### src/rtl/wb_stage.sv
// -----------------------------------------------------------------------------
// wb_stage: MEM/WB pipeline register and register-file write-port driver.
//
// Captures the instruction sitting in EX/MEM and produces the register-file
// write (enable, address, data) one cycle later. Load data is aligned and
// sign/zero-extended from the data-memory read word. While a load waits for
// its memory response the stage stalls IF..MEM and writes bubbles. A load
// whose response never arrives is abandoned after TIMEOUT_CYCLES and a sticky
// error flag is raised.
//
// Ports:
//   clk, rst                 clock (rising edge), async active-high reset
//   ex_mem_valid             EX/MEM holds a real instruction
//   ex_mem_RegWrite          instruction writes rd
//   ex_mem_rd                destination register
//   ex_mem_wb_sel            00 ALU, 01 load, 10 PC+4, 11 ALU
//   ex_mem_funct3            load type (lb/lh/lw/lbu/lhu)
//   ex_mem_addr_lo           load byte address [1:0]
//   ex_mem_alu_result        ALU result
//   ex_mem_pc_plus4          link value
//   flush                    squash the instruction in MEM
//   mem_rvalid, mem_rdata    data-memory read response
//   MEM_WB_RegWrite          register-file write enable (registered)
//   MEM_WB_rd                register-file write address (registered)
//   rd_data                  register-file write data (registered)
//   mem_stall                hold IF..MEM (combinational)
//   load_timeout             sticky load-timeout error (registered)
// -----------------------------------------------------------------------------
module wb_stage #(
  parameter int unsigned TIMEOUT_CYCLES = 16,
  parameter int unsigned CNT_W          = 8
) (
  input  logic        clk,
  input  logic        rst,
  input  logic        ex_mem_valid,
  input  logic        ex_mem_RegWrite,
  input  logic [4:0]  ex_mem_rd,
  input  logic [1:0]  ex_mem_wb_sel,
  input  logic [2:0]  ex_mem_funct3,
  input  logic [1:0]  ex_mem_addr_lo,
  input  logic [31:0] ex_mem_alu_result,
  input  logic [31:0] ex_mem_pc_plus4,
  input  logic        flush,
  input  logic        mem_rvalid,
  input  logic [31:0] mem_rdata,
  output logic        MEM_WB_RegWrite,
  output logic [4:0]  MEM_WB_rd,
  output logic [31:0] rd_data,
  output logic        mem_stall,
  output logic        load_timeout
);

  typedef enum logic {
    ST_RUN  = 1'b0,
    ST_WAIT = 1'b1
  } state_e;

  localparam logic [CNT_W-1:0] TIMEOUT_CNT = CNT_W'(TIMEOUT_CYCLES);

  state_e            state_q, state_d;
  logic [CNT_W-1:0]  cnt_q,   cnt_d;
  logic              we_q,    we_d;
  logic [4:0]        rd_q,    rd_d;
  logic [31:0]       data_q,  data_d;
  logic              tmo_q,   tmo_d;

  logic              is_load;
  logic              capture;
  logic              timeout_hit;
  logic [7:0]        load_byte;
  logic [15:0]       load_half;
  logic [31:0]       load_val;
  logic [31:0]       wb_val;

  assign is_load = ex_mem_valid && (ex_mem_wb_sel == 2'b01);

  // ---------------------------------------------------------------------------
  // State register (also holds the wait counter and the registered outputs)
  // ---------------------------------------------------------------------------
  // NOTE: every register, including the output data, is reset so the write
  // port is quiet and deterministic immediately after rst, even mid-load.
  always_ff @(posedge clk or posedge rst) begin
    if (rst) begin
      state_q <= ST_RUN;
      cnt_q   <= '0;
      we_q    <= 1'b0;
      rd_q    <= '0;
      data_q  <= '0;
      tmo_q   <= 1'b0;
    end else begin
      // NOTE: non-blocking assignments here so all registers update from the
      // same pre-edge values; the comb blocks below use blocking assignments.
      state_q <= state_d;
      cnt_q   <= cnt_d;
      we_q    <= we_d;
      rd_q    <= rd_d;
      data_q  <= data_d;
      tmo_q   <= tmo_d;
    end
  end

  // ---------------------------------------------------------------------------
  // Next-state logic
  // ---------------------------------------------------------------------------
  always_comb begin
    // NOTE: defaults first so no path leaves a variable unassigned (no latch).
    state_d     = state_q;
    cnt_d       = cnt_q;
    capture     = 1'b0;
    timeout_hit = 1'b0;

    unique case (state_q)
      ST_RUN: begin
        if (is_load && !mem_rvalid && !flush) begin
          state_d = ST_WAIT;
          cnt_d   = CNT_W'(1);
        end else begin
          capture = 1'b1;
        end
      end
      ST_WAIT: begin
        // Upstream holds EX/MEM stable, so the load is still presented here.
        if (flush) begin
          // Flush wins over a response arriving in the same cycle.
          state_d = ST_RUN;
          cnt_d   = '0;
        end else if (mem_rvalid) begin
          capture = 1'b1;
          state_d = ST_RUN;
          cnt_d   = '0;
        end else if (cnt_q >= TIMEOUT_CNT) begin
          timeout_hit = 1'b1;
          state_d     = ST_RUN;
          cnt_d       = '0;
        end else begin
          cnt_d = cnt_q + CNT_W'(1);
        end
      end
      default: begin
        state_d = ST_RUN;
        cnt_d   = '0;
      end
    endcase
  end

  // ---------------------------------------------------------------------------
  // Load alignment and extension
  // ---------------------------------------------------------------------------
  always_comb begin
    load_byte = mem_rdata[7:0];
    unique case (ex_mem_addr_lo)
      2'd0: load_byte = mem_rdata[7:0];
      2'd1: load_byte = mem_rdata[15:8];
      2'd2: load_byte = mem_rdata[23:16];
      2'd3: load_byte = mem_rdata[31:24];
      default: load_byte = mem_rdata[7:0];
    endcase
  end

  // Halfword accesses ignore addr_lo[0].
  assign load_half = ex_mem_addr_lo[1] ? mem_rdata[31:16] : mem_rdata[15:0];

  always_comb begin
    load_val = mem_rdata;
    unique case (ex_mem_funct3)
      3'b000:  load_val = {{24{load_byte[7]}}, load_byte};
      3'b001:  load_val = {{16{load_half[15]}}, load_half};
      3'b100:  load_val = {24'h0, load_byte};
      3'b101:  load_val = {16'h0, load_half};
      default: load_val = mem_rdata;   // lw and undefined encodings
    endcase
  end

  always_comb begin
    wb_val = ex_mem_alu_result;
    unique case (ex_mem_wb_sel)
      2'b01:   wb_val = load_val;
      2'b10:   wb_val = ex_mem_pc_plus4;
      default: wb_val = ex_mem_alu_result;   // 00 and 11
    endcase
  end

  // ---------------------------------------------------------------------------
  // Output logic
  // ---------------------------------------------------------------------------
  always_comb begin
    // Stall drops in the timeout cycle so the pipeline can move past the load.
    mem_stall = !rst && !flush && is_load && !mem_rvalid &&
                ((state_q == ST_RUN) || (cnt_q < TIMEOUT_CNT));

    // Bubble by default: no write, address/data keep their last values.
    we_d   = 1'b0;
    rd_d   = rd_q;
    data_d = data_q;
    tmo_d  = tmo_q | timeout_hit;

    if (capture) begin
      we_d   = ex_mem_valid && ex_mem_RegWrite && (ex_mem_rd != 5'd0) && !flush;
      rd_d   = ex_mem_rd;
      data_d = wb_val;
    end
  end

  assign MEM_WB_RegWrite = we_q;
  assign MEM_WB_rd       = rd_q;
  assign rd_data         = data_q;
  assign load_timeout    = tmo_q;

endmodule
### config.mk
export PLATFORM = sky130hd
export DESIGN_NAME = wb_stage
export DESIGN_NICKNAME = d
export VERILOG_FILES = /design/src/rtl/wb_stage.sv
export SDC_FILE = /design/constraint.sdc
export NUM_CORES = 1
export LEC_CHECK = 0
export BUFFER_PORTS_ARGS = -buffer_cell sky130_fd_sc_hd__buf_4
export CAP_MARGIN = 20
export CORE_MARGIN = 2
export CORE_UTILIZATION = 50
export CTS_CLUSTER_SIZE = 12
export DETAILED_ROUTE_END_ITERATION = 6
export PLACE_DENSITY_LB_ADDON = 0.3
export SYNTH_ARGS = -nofsm -noshare
export SYNTH_HDL_FRONTEND = slang
export SYNTH_SLANG_ARGS = --single-unit
### constraint.sdc
create_clock -name clk -period 3.2 [get_ports clk]
set_input_delay 0.64 -clock clk [delete_from_list [all_inputs] [get_ports clk]]
set_output_delay 0.64 -clock clk [all_outputs]
set_load 0.03 [all_outputs]
# Word level (Yosys, flattened, before mapping)
# Index checks and enable logic that the tools add are counted.
# word_totals
output_inout_bits,40
in_bits,114
regBits,48
# op_classes
n_reduce_logical,17
n_eq_ne,9
addsub,1
magnitude_cmp,2
n_bitwise,2
n_mux,23
# op_table
op,n
$pmux 32 s4,1
$pmux 32 s2,1
$mux 8,4
$pmux 8 s4,1
$mux 16,1
$pmux 8 s2,1
$mux 1,12
$logic_and 1x1->1,10
$add 8x1->8 const B,1
$ge 8x5->1 const B,1
$lt 8x5->1 const B,1
$eq 2x2->1 const B,3
$eq 3x3->1 const B,2
$reduce_bool 5->1,1
$eq 2x1->1 const B,2
$pmux 1 s2,2
$eq 3x1->1 const B,1
$logic_not 1->1,3
$logic_not 3->1,1
$logic_not 2->1,1
$ne 2x2->1 const B,1
$logic_or 1x1->1,1
$not 1->1,1
$or 1x1->1,1

# Logic depth before layout (Yosys ltp)
# logic_depth
depth_word,7
depth_mapped,9
mapped_depth_nobuf,6

# Least setup slack after synthesis
# OpenSTA, ideal clock, no wires.
# synth_timing
path_kind,in2out
startpoint,input ex_mem_wb_sel[1]
endpoint,output mem_stall
path_slack_ps,582
path_buffers,1
t_arrival_ps,1978
stages,6
cell_sequence,inv_1 ha_1 buf_4 and3b_1 nand2_1 a211oi_1
# synth_via
elab_chain_cells,5
# synth_lines
item,line_no,text
"start, declared",38,"input logic [1:0] ex_mem_wb_sel,"
$eq 2x1->1,75,assign is_load = ex_mem_valid && (ex_mem_wb_sel == 2'b01);
$logic_and 1x1->1,75,
$logic_and 1x1->1 (3 in series),188,mem_stall = !rst && !flush && is_load && !mem_rvalid &&
"end, declared",49,"output logic mem_stall,"
# Every way passes these cells.

# Worst setup path in the final report
# Same ends and word-level chain as after synthesis.

==> results by stage <==
Place:
- The HPWL reported at the end of detailed placement is 7810 um.
- Buffers placed on the I/O ports in this run total 153.
- The routability-driven placement congestion ratio is 0.876.
- The number of placed cells counting well taps is 579.

CTS:
- The TritonCTS sink count is 48.
- At the later pin of the worst-skew pair, clock insertion delay measures 0.31 ns.
- The longest clock path from root to sink contains 2 buffers.
- The number of clock buffers added by TritonCTS is 5.
- After clock tree synthesis, the repair step resized 0 gates.
- After clock tree synthesis, the setup repair step added 0 buffers.
- The maximum level of the CTS H-tree is 2.
- Clock-pin slew was measured on the worst setup and hold paths at 0.09 ns.
- The root cell of the clock tree is clkbuf_8.
- TritonCTS built the clock tree.
- For this design, the CTS-stage hold fixing added 0 buffers.

Worst setup path:
- In this run the critical register-to-register path is captured at rd_data[23].
- The startpoint identified for the worst register-to-register timing path is state_q.
- The required time of the critical path is 2.56 ns.
- The category of the worst setup path launch point is an input port.
- The maximum fanout encountered on the critical timing path is 3.
- The flop-to-flop setup slack is 1.35 ns.
- The worst-case reg-to-reg path depth is 4.
- STA classifies the critical path endpoint as an output pin.
- For the worst setup path, the data arrival time is 1.80 ns.
- The critical path is of the input port to output pin type.

Routing:
- The detail-routed via count per cell is 5.87.
- The detailed router's first-iteration violation count is 208.
- The residual antenna-violating net count after detailed routing is 0.
- For this run, design rule violations remaining after detail routing come to 0.
- Summing over every cut layer, the via total after detailed routing is 3454.
- The number of iterations in the first detailed-routing pass is 5.
- Dividing the detail-routed wire length by the instance count gives 17.4 um.
- The total wire length is 10200 um.

Outcome:
- The run finished with clean final reports.

Floorplan:
- The initial core utilization is 51.9%.
- The number of top-level design ports is 154.
- The area enclosed by the die boundary is 7290 um2.
- The core region is 6390 um2.
- The y dimension of the die is 85.4 um.
- The floorplan has 29 rows.
- The width of the die is 85.4 um.

Global route:
- The number of global-route vias before repair is 3445.
- For this run the aggregate overflow at the end of global routing stands at 0.
- The maximum number of pins on one net before global-route repair is 49.
- The initial antenna violation count was 0.
- Across every metal layer, demand over resource in global routing totals 27.7%.
- The first global-routing pass estimated 16000 um of wire.

Final layout:
- In the final layout, the share of cells above drive strength 1 is 35.8%.
- The count of cells in the finished layout, fillers not included, comes to 588.
- Fill cells in the final layout number 484.
- The diode insertion count for antenna repair is 0.
- The area growth from synthesis to final layout is 39.3%.
- The net count of the finished layout is 628.

Logic synthesis:
- Of all cell types, the one taking the most synthesized area is dfrtp_1.
- In the post-synthesis netlist, the biggest area contributors are dfrtp_1 (36%), mux2i_1 (7.3%), nand2_1 (4.9%).
- The post-synthesis sequential area ratio is 36.3%.
- In this run the cell area of the synthesized design comes to 3310 um2.
- The total nets after synthesis is 487.
- The count of different cell masters after synthesis is 49.
- The number of enable flip-flop cells after synthesis is 0.
- The Yosys step of the flow raised 0 warnings.
- The synthesized design contains 48 register bits.
- The commonest cells after synthesis are dfrtp_1 (48), nand2_1 (43), inv_1 (35), mux2i_1 (24), a21oi_1 (21).
- The most common cell in the netlist is dfrtp_1.
- The average instance area after synthesis is 8.98 um2.
- Of the post-synthesis cell area, the dominant cell type holds 36.3%.
- The top flip-flop cell by instance count after synthesis is dfrtp_1.
- In the synthesized netlist the async set-or-reset flop fraction comes to 100%.
- After technology mapping, the gate count stands at 369.

Timing:
- The setup violation total in the final timing report is 0.
- The time the final worst path needs with I/O delays and setup is 2.44 ns.
- The final hold violation count is 0.
- Setup repair after global routing left no endpoint under its margin.
- The worst pin sits at a relative slew slack of 51.1%.
- After layout, the worst path uses 76.4% of the clock period.
- The max-slew violation total from the final report came to 0.
- The setup TNS is 0 ns.
- Derived from the worst setup path, the maximum achievable clock frequency is 409 MHz.
- At the pin with the least slew margin, the transition time is 0.731 ns.
- The final setup skew is 0.00231 ns.

Run:
- The tool flagged a number of max-cap violations equal to 0.

Pwr:
- The total power per unit cell area is 402 nW/um2.
- The worst-case vdd ir drop is 0.304 mV.
- Summed over all cells, the static leakage comes to 2.31 nW.

Min path:
- The path class of the tightest hold or removal check is input port to asynchronous set/reset pin.
[power by group]
part / total (W) / switching [W] / internal (W)
combinational: 0.000669 / 0.000369 / 0.000300
clock: 0.000463 / 0.000227 / 0.000236
sequential: 0.000724 / 0.0000486 / 0.000676
total: 0.00186 / 0.000645 / 0.00121
[logic make-up (layout without fill, tap and decap cells)]
group / count (synthesis) / in the layout / share of synthesized area [%]
mux: 27 / 27 / 8.27
compound gates: 127 / 127 / 28.6
flops: 48 / 48 / 36.3
xor+xnor: 1 / 1 / 0.264
buf+inv: 62 / 204 / 8.65
simple gates: 100 / 100 / 16.4
fa+ha+maj: 4 / 4 / 1.51
[worst max-delay path by stage]
stage | end | cells after the start | start | slack [ns]
2_1_floorplan | mem_stall | 6 | ex_mem_wb_sel[1] | 0.58
3_5_place_dp | rd_data[22] | 8 | ex_mem_wb_sel[1] | 0.65
5_1_grt | mem_stall | 7 | ex_mem_wb_sel[1] | 0.65
3_3_place_gp | rd_data[23] | 8 | ex_mem_wb_sel[1] | 0.71
4_1_cts | mem_stall | 7 | ex_mem_wb_sel[1] | 0.74
6_report | mem_stall | 7 | ex_mem_wb_sel[1] | 0.76
[registers in the layout, summed over array words and instances, names as in the netlist]
signal	cells
rd_data	32
cnt_q	8
MEM_WB_rd	5
MEM_WB_RegWrite	1
load_timeout	1
state_q	1
[metal layers]
layer | track usage [%] | part of all wire [%] | vias up
li1 | - | - | 1618
met1 | 34.7 | 39 | 1646
met2 | 47.2 | 50 | 160
met3 | 4.67 | 7.4 | 30
met4 | 11.8 | 3.6 | 0
met5 | 0 | 0 | -
[metrics by stage]
stage | cell area [um2] | power [W] | hold slack, ns | setup slack, ns | utilization (%)
floorplan | 3310 | 0.00111 | 0.455 | 0.582 | -
global placement | 4480 | 0.00138 | 0.452 | 0.712 | 70.1
detailed placement | 4480 | 0.00140 | 0.464 | 0.654 | 70.1
CTS | 4590 | 0.00186 | 0.487 | 0.743 | 71.9
global route | 4610 | 0.00194 | 0.413 | 0.647 | 72.3
finish | 4610 | 0.00186 | 0.365 | 0.756 | 72.3
[cells in the final DEF, fill, tap and decap left out, types with 4 or more instances in the layout]
cell,instances
a22oi_1,8
nor2_1,9
o21a_1,8
nand3b_1,13
a2bb2oi_1,9
nand2_1,43
a21o_1,8
buf_4,159
a221o_1,13
mux2i_1,24
clkbuf_8,5
o211ai_1,7
inv_1,34
o21ai_0,11
dfrtp_1,48
nand2b_1,16
a31oi_1,15
a32oi_1,7
nor3b_1,4
a21oi_1,21
[worst max-delay path, stage by stage]
cell      delay (ns)
buf_4           0.12
inv_1           0.05
ha_1            0.16
and3b_1         0.31
nand2_1         0.12
a211oi_1        0.22
buf_4           0.19
[area by class of cell]
cell class / count / area (um2) / share of cell area (%)
multi-input cells: 259 / 1850 / 40.2
repair buffers: 160 / 1210 / 26.3
flip-flops and latches: 48 / 1200 / 26.0
inverters: 36 / 135 / 2.93
well taps: 77 / 96.3 / 2.09
clock buffers: 5 / 68.8 / 1.49
clock inverters: 3 / 46.3 / 1.00
Power figures use the tool's default switching activity.
